[src/rtl/seq_reg_param.sv]
// Parametrised round-sequence register with a playback cursor.
// Stores up to DEPTH symbols of SYM_W bits, written either by a parallel
// load or by appending one symbol per round. A small read FSM walks the
// valid symbols so display/compare logic can replay the round sequence.
module seq_reg_param #(
    parameter  int SYM_W = 4,
    parameter  int DEPTH = 16,
    localparam int LEN_W = $clog2(DEPTH) + 1
) (
    input  logic                   clk,
    input  logic                   R,
    input  logic                   E,
    input  logic [DEPTH*SYM_W-1:0] data,
    input  logic [LEN_W-1:0]       len_in,
    input  logic                   app,
    input  logic [SYM_W-1:0]       sym_in,
    input  logic                   rd_start,
    input  logic                   rd_next,
    output logic [DEPTH*SYM_W-1:0] q,
    output logic [SYM_W-1:0]       q_head,
    output logic [LEN_W-1:0]       len,
    output logic                   full,
    output logic [SYM_W-1:0]       rd_sym,
    output logic                   rd_valid,
    output logic                   rd_last,
    output logic                   rd_done
);

    localparam int CUR_W = (DEPTH > 1) ? $clog2(DEPTH) : 1;

    typedef enum logic [1:0] {
        ST_IDLE,
        ST_PLAY,
        ST_DONE
    } state_t;

    logic [DEPTH*SYM_W-1:0] store_q, store_d;
    logic [LEN_W-1:0]       len_q, len_d;
    logic [CUR_W-1:0]       cursor_q, cursor_d;
    state_t                 state_q, state_d;

    logic                   full_w;
    logic                   wr_accept;
    logic                   at_last;
    logic [SYM_W-1:0]       cur_sym;

    assign full_w    = (len_q == LEN_W'(DEPTH));
    assign wr_accept = E || (app && !full_w);
    assign at_last   = (LEN_W'(cursor_q) == (len_q - LEN_W'(1)));

    // Storage and length update: parallel load wins over append; append
    // while full leaves everything untouched.
    always_comb begin
        store_d = store_q;
        len_d   = len_q;
        if (E) begin
            store_d = data;
            len_d   = (len_in > LEN_W'(DEPTH)) ? LEN_W'(DEPTH) : len_in;
        end else if (app && !full_w) begin
            for (int unsigned i = 0; i < DEPTH; i++) begin
                if (len_q == LEN_W'(i)) begin
                    store_d[i*SYM_W +: SYM_W] = sym_in;
                end
            end
            len_d = len_q + LEN_W'(1);
        end
    end

    // Playback FSM next state; an accepted write forces IDLE and overrides
    // any read request in the same cycle.
    always_comb begin
        state_d  = state_q;
        cursor_d = cursor_q;
        if (wr_accept) begin
            state_d  = ST_IDLE;
            cursor_d = '0;
        end else begin
            unique case (state_q)
                ST_IDLE, ST_DONE: begin
                    if (rd_start) begin
                        cursor_d = '0;
                        state_d  = (len_q != '0) ? ST_PLAY : ST_DONE;
                    end
                end
                ST_PLAY: begin
                    if (rd_start) begin
                        cursor_d = '0;
                    end else if (rd_next) begin
                        if (at_last) begin
                            state_d = ST_DONE;
                        end else begin
                            cursor_d = cursor_q + CUR_W'(1);
                        end
                    end
                end
                default: begin
                    state_d  = ST_IDLE;
                    cursor_d = '0;
                end
            endcase
        end
    end

    // Symbol under the cursor, selected from the registered store.
    always_comb begin
        cur_sym = '0;
        for (int unsigned i = 0; i < DEPTH; i++) begin
            if (cursor_q == CUR_W'(i)) begin
                cur_sym = store_q[i*SYM_W +: SYM_W];
            end
        end
    end

    // State registers with asynchronous reset that aborts writes and playback.
    always_ff @(posedge clk or posedge R) begin
        if (R) begin
            store_q  <= '0;
            len_q    <= '0;
            cursor_q <= '0;
            state_q  <= ST_IDLE;
        end else begin
            store_q  <= store_d;
            len_q    <= len_d;
            cursor_q <= cursor_d;
            state_q  <= state_d;
        end
    end

    assign q        = store_q;
    assign q_head   = store_q[DEPTH*SYM_W-1 -: SYM_W];
    assign len      = len_q;
    assign full     = full_w;
    assign rd_valid = (state_q == ST_PLAY);
    assign rd_done  = (state_q == ST_DONE);
    assign rd_last  = rd_valid && at_last;
    assign rd_sym   = rd_valid ? cur_sym : '0;

endmodule

[config.mk]
export PLATFORM = sky130hd
export DESIGN_NAME = seq_reg_param
export DESIGN_NICKNAME = d
export VERILOG_FILES = /design/src/rtl/seq_reg_param.sv
export SDC_FILE = /design/constraint.sdc
export NUM_CORES = 1
export LEC_CHECK = 0
export CAP_MARGIN = 15
export CORE_MARGIN = 5
export CORE_UTILIZATION = 42
export CTS_BUF_LIST = sky130_fd_sc_hd__clkbuf_4 sky130_fd_sc_hd__clkbuf_8 sky130_fd_sc_hd__clkbuf_16
export DETAILED_ROUTE_END_ITERATION = 12
export GPL_TIMING_DRIVEN = 0
export MAX_ROUTING_LAYER = met4
export PLACE_DENSITY = 0.76
export SETUP_SLACK_MARGIN = 0.4
export SYNTH_ARGS = -nofsm -noshare
export SYNTH_HDL_FRONTEND = slang
export SYNTH_SLANG_ARGS = --single-unit
[constraint.sdc]
create_clock -name clk -period 2.8 [get_ports clk]
set_clock_uncertainty 0.05 [all_clocks]
set_input_delay 0.56 -clock clk [delete_from_list [all_inputs] [get_ports clk]]
set_output_delay 0.56 -clock clk [all_outputs]
set_load 0.1 [all_outputs]
# [Yosys cells after proc, flatten, opt, wreduce, memory -nomap -nowiden]
# Index checks and enable logic that the tools add are counted.
[totals] reg_bits=75 word_cells=158
[op_classes] addsub=3 order_cmp=1 n_eq_ne=40 muxes=51 n_reduce_logical=44
[ops] operator="two-way mux 4 bit" count=38
[ops] operator="two-way mux 64 bit" count=2
[ops] operator="equality test 5 x 4 -> 1 bit (second input constant)" count=8
[ops] operator="nonzero test 2 bit" count=17
[ops] operator="equality test 4 bit (second input constant)" count=8
[ops] operator="AND reduction 2 bit" count=16
[ops] operator="equality test 5 x 3 -> 1 bit (second input constant)" count=4
[ops] operator="equality test 4 x 3 -> 1 bit (second input constant)" count=4
[ops] operator="two-way mux 5 bit" count=3
[ops] operator="two-way mux 2 bit" count=6
[ops] operator="equality test 5 x 2 -> 1 bit (second input constant)" count=2
[ops] operator="equality test 4 x 2 -> 1 bit (second input constant)" count=2
[ops] operator="one-hot mux 4 bit (2 select lines)" count=1
[ops] operator="inequality test 3 x 2 -> 1 bit (second input constant)" count=2
[ops] operator="adder 5 x 1 -> 5 bit (second input constant)" count=1
[ops] operator="equality test 4 x 5 -> 1 bit" count=1
[ops] operator="equality test 5 x 1 -> 1 bit (second input constant)" count=1
[ops] operator="equality test 5 bit (second input constant)" count=1
[ops] operator="greater-than comparator 5 bit (second input constant)" count=1
[ops] operator="zero test 5 bit" count=1
[ops] operator="nonzero test 5 bit" count=1
[ops] operator="subtractor 5 x 1 -> 5 bit (second input constant)" count=1
[ops] operator="adder 4 x 1 -> 4 bit (second input constant)" count=1
[ops] operator="equality test 4 x 1 -> 1 bit (second input constant)" count=1
[ops] operator="15 further kinds" count=16

# [Depth between registers and ports, before layout]
[depth] depth_word=18 depth_mapped=10

# [Worst setup path after synthesis]
# OpenSTA, ideal clock, no wires.
[synth_path] path_type="register to output" start="register state_q[1]" end="output rd_sym[2]" t_arrival_ns=4.150 path_slack_ns=-1.960 path_stages_with_launch=7 path_buffers=1 path_cell_list="dfrtp_1 -> inv_1 -> nand2_1 -> inv_1 -> clkbuf_1 -> o21ai_0 -> a211oi_1"
[synth_via] elab_chain_len=2
[synth_rtl] item="start, declared" line="40" text="state_t state_q, state_d;"
[synth_rtl] item="start signal, assigned" line="125" text="state_q <= state_d;"
[synth_rtl] item="equality test 2 x 1 -> 1 bit" line="133" text="assign rd_valid = (state_q == ST_PLAY);"
[synth_rtl] item="named net rd_valid" line="24" text="output logic rd_valid,"
[synth_rtl] item="two-way mux 4 bit" line="136" text="assign rd_sym = rd_valid ? cur_sym : '0;"
[synth_rtl] item="end, declared" line="23" text="output logic [SYM_W-1:0] rd_sym,"
# The timed path passes the listed nets, and every way through them passes these cells.

# [Worst setup path after layout]
[layout_path] start="register cursor_q[0]" end="output rd_sym[2]"
[layout_via] elab_chain_len=18 elab_cells_between_ends=33 classes_between="15 x eq/ne; 17 x mux; 1 x reduce/logical"
[layout_rtl] item="start, declared" line="39" text="logic [CUR_W-1:0] cursor_q, cursor_d;"
[layout_rtl] item="start signal, assigned" line="124" text="cursor_q <= cursor_d;"
[layout_rtl] item="zero test 4 bit" line="108" text="if (cursor_q == CUR_W'(i)) begin"
[layout_rtl] item="two-way mux 4 bit (15 in a row)" line="108"
[layout_rtl] item="two-way mux 4 bit (*)" line="108"
[layout_rtl] item="two-way mux 4 bit (*)" line="136"
# Every way passes the cells marked *; elsewhere a longest branch is shown, timed or not.

==> impl_metrics.ini <==
[die]
io_pins = 160
start_util = 0.426
placementRows = 39
dieArea_sq_mm = 0.0137
die_h_microns = 117
core_area_sq_mm = 0.0113
die_w_microns = 117

[drt]
drtIter0Drc = 518
postRouteAntennaNets = 0
drcViolationCount = 0
dr.pass1.iters = 5
route.vias.total = 5220
drt-vias-per-instance = 5.81
routedWlPerCell_microns = 22.1
totalWireLength_mm = 19.9

[grt]
grt_max_degree = 40
grt_usage = 0.302
grt_antenna_before_repair = 0
grt_pass1_vias = 5398
grt_overflow_total = 0
grt_pass1_wl_mm = 30.3

[sta]
setup_viol = 4
hold_viol_final = 0
layout_setup_ws_ns = -0.277
slew_headroom = 0.341
period_share = 1.10
fmax_ghz = 0.325
rsz0062_at_grt = true
maxSlewViolCount = 0
fin_crit_ns = 3.08
worst_slew_pin_slew_ns = 0.992

[flow_run]
drv_cap = 0

[final_layout]
fillers = 980
area_growth_pct = 54.4
final_util = 0.658
seq_area_sq_mm = 0.00190
fin_area_sq_mm = 0.00745
layout.nets = 840
multi_input_area_sq_mm = 0.00295
layout-drive-gt1-share = 0.187
antennaDiodeCount = 0

[synth]
synth_top_area_cell = dfrtp_1
synth_top_area_frac = 0.389
synth_edf_count = 0
synth.most_common_cell = nand2_1
ys.flop_type = dfrtp_1
synth_warnings = 0
synth_cell_types = 57
synth_area_per_cell_sq_um = 8.43
syn-num-nets = 661
synth_area_sq_mm = 0.00482
synth_area_leaders = dfrtp_1 (39%), mux2i_1 (13%), o21ai_0 (8.7%)
synth_top_cells_by_count = nand2_1 (97), o21ai_0 (84), dfrtp_1 (75)
synth_cells = 572
seq_area_frac_synth = 0.389
synth_seq_cells = 75
synthArstFlopShare = 1.00

[power]
p_clk_frac = 0.293
intPower_mw = 2.33
pwr-share-comb = 0.392
seqPwrFrac = 0.315
finalPower_mw = 4.14
switching_share = 0.437
switchingPower_mw = 1.81
power_per_cell_area_mw_per_mm2 = 556
ir_drop_mv = 0.584
p_leak_nw = 3.01

[clock_network]
clk_pin_slew_ns = 0.06
numCtsBuffers = 9
clock_latency_ns = 0.34
ctsLongestPathBuffers = 2
htree_levels = 3
clkSinkCount = 75
postCtsHoldBufs = 0
ctsRootBufferMaster = clkbuf_16
cts_tree = yes

[critical_path]
crit_arrival_ns = 2.47
startpoint_type = register
rr_endpoint = cursor_q[1]
path_max_fanout = 8
timing.rr.start = len[0]
cp_data_required_time_ns = 2.19
setup.worst_path.end_class = output pin
ff2ff_path_depth = 9
regToRegSetupSlack_ns = 0.52
cp-startpoint = cursor_q[0]
crit_end = rd_sym[2]
crit_type = reg2out

[place]
dp_slack_ns = -1.24
place_congestion = 0.938
io_buffer_count = 158
dpl-instance-area_sq_mm = 0.00680
post-dp-hpwl_mm = 14.9

[status]
outcome = finished with violations
violations = negative setup slack

[min_path]
hold_path_class = reg2reg
==> power by group through the flow <==
stage          clock (mW)  combinational, mW  sequential [mW]
5_1_grt              1.27               1.70             1.32
4_1_cts              1.22               1.61             1.30
2_1_floorplan           0              0.451             2.01
3_5_place_dp            0               1.64             1.33
3_3_place_gp            0               1.62             1.33
6_report             1.21               1.62             1.30
==> registers in the layout, summed over array words and instances (netlist names) <==
register  flops
len           5
cursor_q      4
q            64
state_q       2
==> routing by layer <==
| layer | vias up | share of wire | track usage |
|---|---|---|---|
| met5 | - | 0 | - |
| met4 | 0 | 0.038 | 0.137 |
| met3 | 51 | 0.066 | 0.0674 |
| met2 | 273 | 0.47 | 0.457 |
| met1 | 2520 | 0.43 | 0.387 |
| li1 | 2376 | - | - |
==> placed cells by master (no fill, tap or decap), types with 10 or more instances in the layout <==
cell type	instances
buf_4	14
clkdlybuf4s50_1	77
dlygate4sd2_1	72
nor2_2	11
dfrtp_2	20
inv_1	13
clkbuf_16	15
nand3b_1	10
dfrtp_1	55
clkbuf_1	20
o21ai_0	76
nor2_1	18
nand2_1	95
mux2i_1	65
a21oi_1	26
==> kinds of logic (layout without fill, tap and decap cells) <==
group	count (synthesis)	count (layout)	share of synthesized area
flops	75	75	0.389
simple gates	187	187	0.179
mux	65	65	0.135
xor+xnor	7	7	0.0127
compound gates	163	163	0.198
fa+ha+maj	10	10	0.0259
buf+inv	65	249	0.0610
==> final cells by class <==
cell class / instances / share of cell area
clock buffers: 11 / 0.0331
multi-input cells: 432 / 0.396
inverters: 19 / 0.0114
clock inverters: 5 / 0.00823
repair buffers: 168 / 0.218
well taps: 143 / 0.0240
flip-flops and latches: 75 / 0.255
plain buffers: 46 / 0.0543
==> timing repair <==
| action | CTS | global route |
|---|---|---|
| buffers inserted | 7 | 1 |
| resized for setup | 182 | 35 |
| gates cloned | 0 | 1 |
| setup endpoints to repair | 81 | 30 |
| pin swaps | 15 | 5 |
==> critical path: stages (launching register included) <==
cell,delay (ns)
dfrtp_2,0.44
inv_2,0.08
ha_2,0.18
clkbuf_16,0.16
a21oi_1,0.07
o211ai_1,0.26
a311oi_2,0.08
a211o_1,0.33
a211oi_4,0.29
buf_12,0.21
==> how the worst min path moves through the flow <==
stage | slack [ns] | end | cells after the start | from
finish | 0.56 | q[2] | 2 | q[2]
global route | 0.59 | cursor_q[1] | 2 | state_q[1]
CTS | 0.55 | q[41] | 2 | E
detailed placement | 0.55 | q[10] | 2 | q[10]
global placement | 0.53 | q[11] | 2 | q[11]
floorplan | 0.51 | cursor_q[1] | 2 | state_q[1]
==> metrics by stage <==
stage,hold WS (ns),cells,TNS (ns)
2_1_floorplan,0.508,572,-0.231
3_3_place_gp,0.529,873,-5.19
3_5_place_dp,0.548,874,-5.26
4_1_cts,0.554,897,-0.957
5_1_grt,0.590,899,-1.14
6_report,0.555,899,-0.929
(Power assumes the default switching activity.)
==> variant 1: new RTL, config.mk and constraints unchanged <==
Change the parameter `DEPTH` from 16 to 32.
--- a/src/rtl/seq_reg_param.sv
+++ b/src/rtl/seq_reg_param.sv
@@ -4,7 +4,7 @@
 // valid symbols so display/compare logic can replay the round sequence.
 module seq_reg_param #(
     parameter  int SYM_W = 4,
-    parameter  int DEPTH = 16,
+    parameter  int DEPTH = 32,
     localparam int LEN_W = $clog2(DEPTH) + 1
 ) (
     input  logic                   clk,
Interface: changed (resized data, len, len_in and q); port bits go from 160 to 290. No check against the original RTL was run, so the function may have changed too.
==> variant 1 against the original RTL <==
  * The run still ends with negative setup slack left
  * Routed wire length rose by 120%
  * Sequential cell count rose by 66
  * Synthesized area rose by 92%
  * Critical endpoint is now rd_sym[1]
  * Via count rose by 100%
  * Cell area rose by 88%
  * Register-to-register slack got worse by 60 ps
  * Total power rose by 85%
  * Worst setup slack got worse by 720 ps
  * Largest cell class unchanged
  * Largest power group unchanged
  * Sequential power rose by 89%
  * Critical path type unchanged
==> variant 1: results (changes against the original RTL) <==
Logic synthesis
  • Top cells by count, synth: 190 x nand2_1, 145 x o21ai_0, 141 x dfrtp_1
  • Syn Area/Cell: 8.55 um^2 (+1.4%)
  • Synth Area in Adders: 1.49% (-1.1 points)
  • Complex-gate fraction of the synthesized area: 19.9% (+0.10 points)
  • Xor/xnor share of the synthesized area: 1.04% (-0.23 points)
  • Post-synthesis mux area share: 14.3% (+0.81 points)
  • Post-synthesis sequential area ratio: 38.2% (-0.71 points)
  • Synth unique cells: 75 (+32%)
  • Synth top area cells: dfrtp_1 38%, mux2i_1 14%, o21ai_0 7.9%
  • Net Count, Synth: 1235 (+87%)

Placement
  • Pre-CTS setup slack: -1740 ps (-502 ps)
  • Port Buf Inserts: 288 (+82%)
  • Area after DPL: 12700 um^2 (+87%)
  • Routability cong.: 1.01 (+7.9%)
  • Hpwl dp: 33.1 mm (+120%)

Worst setup path
  • Largest incremental delay on the critical path: 550 ps (+110 ps)
  • Worst Setup SP: cursor_q[1]
  • Critical path data arrival time: 3190 ps (+720 ps)
  • Reg-to-reg endpoint: q[52]
  • R2R depth: 7 (-2)
  • Slowest CP cell: or4_4
  • Top delay family on crit path: simple AND/OR/NAND/NOR gates
  • Crit path to: rd_sym[1]

Final layout
  • Register Area: 3540 um^2 (+86%)
  • Sequential cells: 141 (+88%)
  • Buffering overhead: 26.2% (-0.96 points)
  • Max reg flops: 128 (+100%)
  • Clk tree area frac: 4.24% (+0.11 points)
  • CLK BUF: 18 (+7)
  • Non-clock buffer count: 416 (+94%)
  • Multi-In Gates: 819 (+90%)
  • Fraction of area in multi-input gates: 40.6% (+1.0 points)
  • Signal inverters: 32 (+13)
  • Fillers: 1884 (+92%)

Hold path
  • Type of the most critical hold path: input port to async pin

Power and ir drop
  • Pleak: 6.57 nW (+120%)
  • VDD IR-drop max: 0.368 mV (-37%)

Timing
  • # setup viols final: 5 (+1)
  • Setup ws final: -1000 ps (-725 ps)
  • Slew @ Worst Pin: 1000 ps (+9.99 ps)
  • TNS Setup: -3830 ps (-2900 ps)

Global route
  • Met1 Use GR: 46.3% (+7.7 points)
  • Met3 global-route usage: 5.79% (-0.95 points)
  • First-pass GRT wire length: 64.8 mm (+110%)
  • M2 GR Usage: 55.7% (+10 points)
  • Vias in the first global route: 10.4k (+93%)
  • Total GRT Usage: 35.4% (+5.2 points)

CTS
  • Setup bufs post-CTS: 15 (+8)
  • CTS buffer count: 17 (+8)

Run status
  • Run status: complete, but fails checks
  • Violated checks: negative setup slack

Drt
  • Drt via density: 6.07 (+4.5%)
  • 1st-pass router iterations: 9 (+4)
  • Met2 WL: 20.8 mm (+120%)
  • WL per Instance: 25.7 um (+16%)
  • Met3 wire length: 4.08 mm (+210%)
  • DRT Wirelength: 44.2 mm (+120%)
  • DR iter-0 viols: 953 (+84%)

Floorplan
  • Die area: 25100 um^2 (+83%)
-- variant 1: power groups by stage --
stage | Clock (mW) | Sequential (mW) | Combinational, mW
after floorplan | 0 | 3.74 | 0.618
after global placement | 0 | 2.50 | 2.77
after detailed placement | 0 | 2.49 | 2.81
after CTS | 2.36 | 2.45 | 2.74
after global routing | 2.44 | 2.48 | 2.94
final | 2.36 | 2.46 | 2.83
-- variant 1: how the worst min path moves through the flow --
stage / start / endpoint / slack (ps) / depth (start not counted)
after floorplan: state_q[1] / cursor_q[1] / 540 / 3
final: R / len[2] / 460 / 2
after global placement: q[92] / q[92] / 530 / 2
after global routing: R / len[2] / 490 / 2
after CTS: R / len[2] / 470 / 2
after detailed placement: q[92] / q[92] / 550 / 2
-- variant 1: logic make-up (layout without fill, tap and decap cells) --
group	count (synthesis)	in the layout
xor+xnor	11	11
fa+ha+maj	11	11
buf+inv	120	480
compound gates	296	296
mux	132	132
simple gates	369	369
flops	141	141
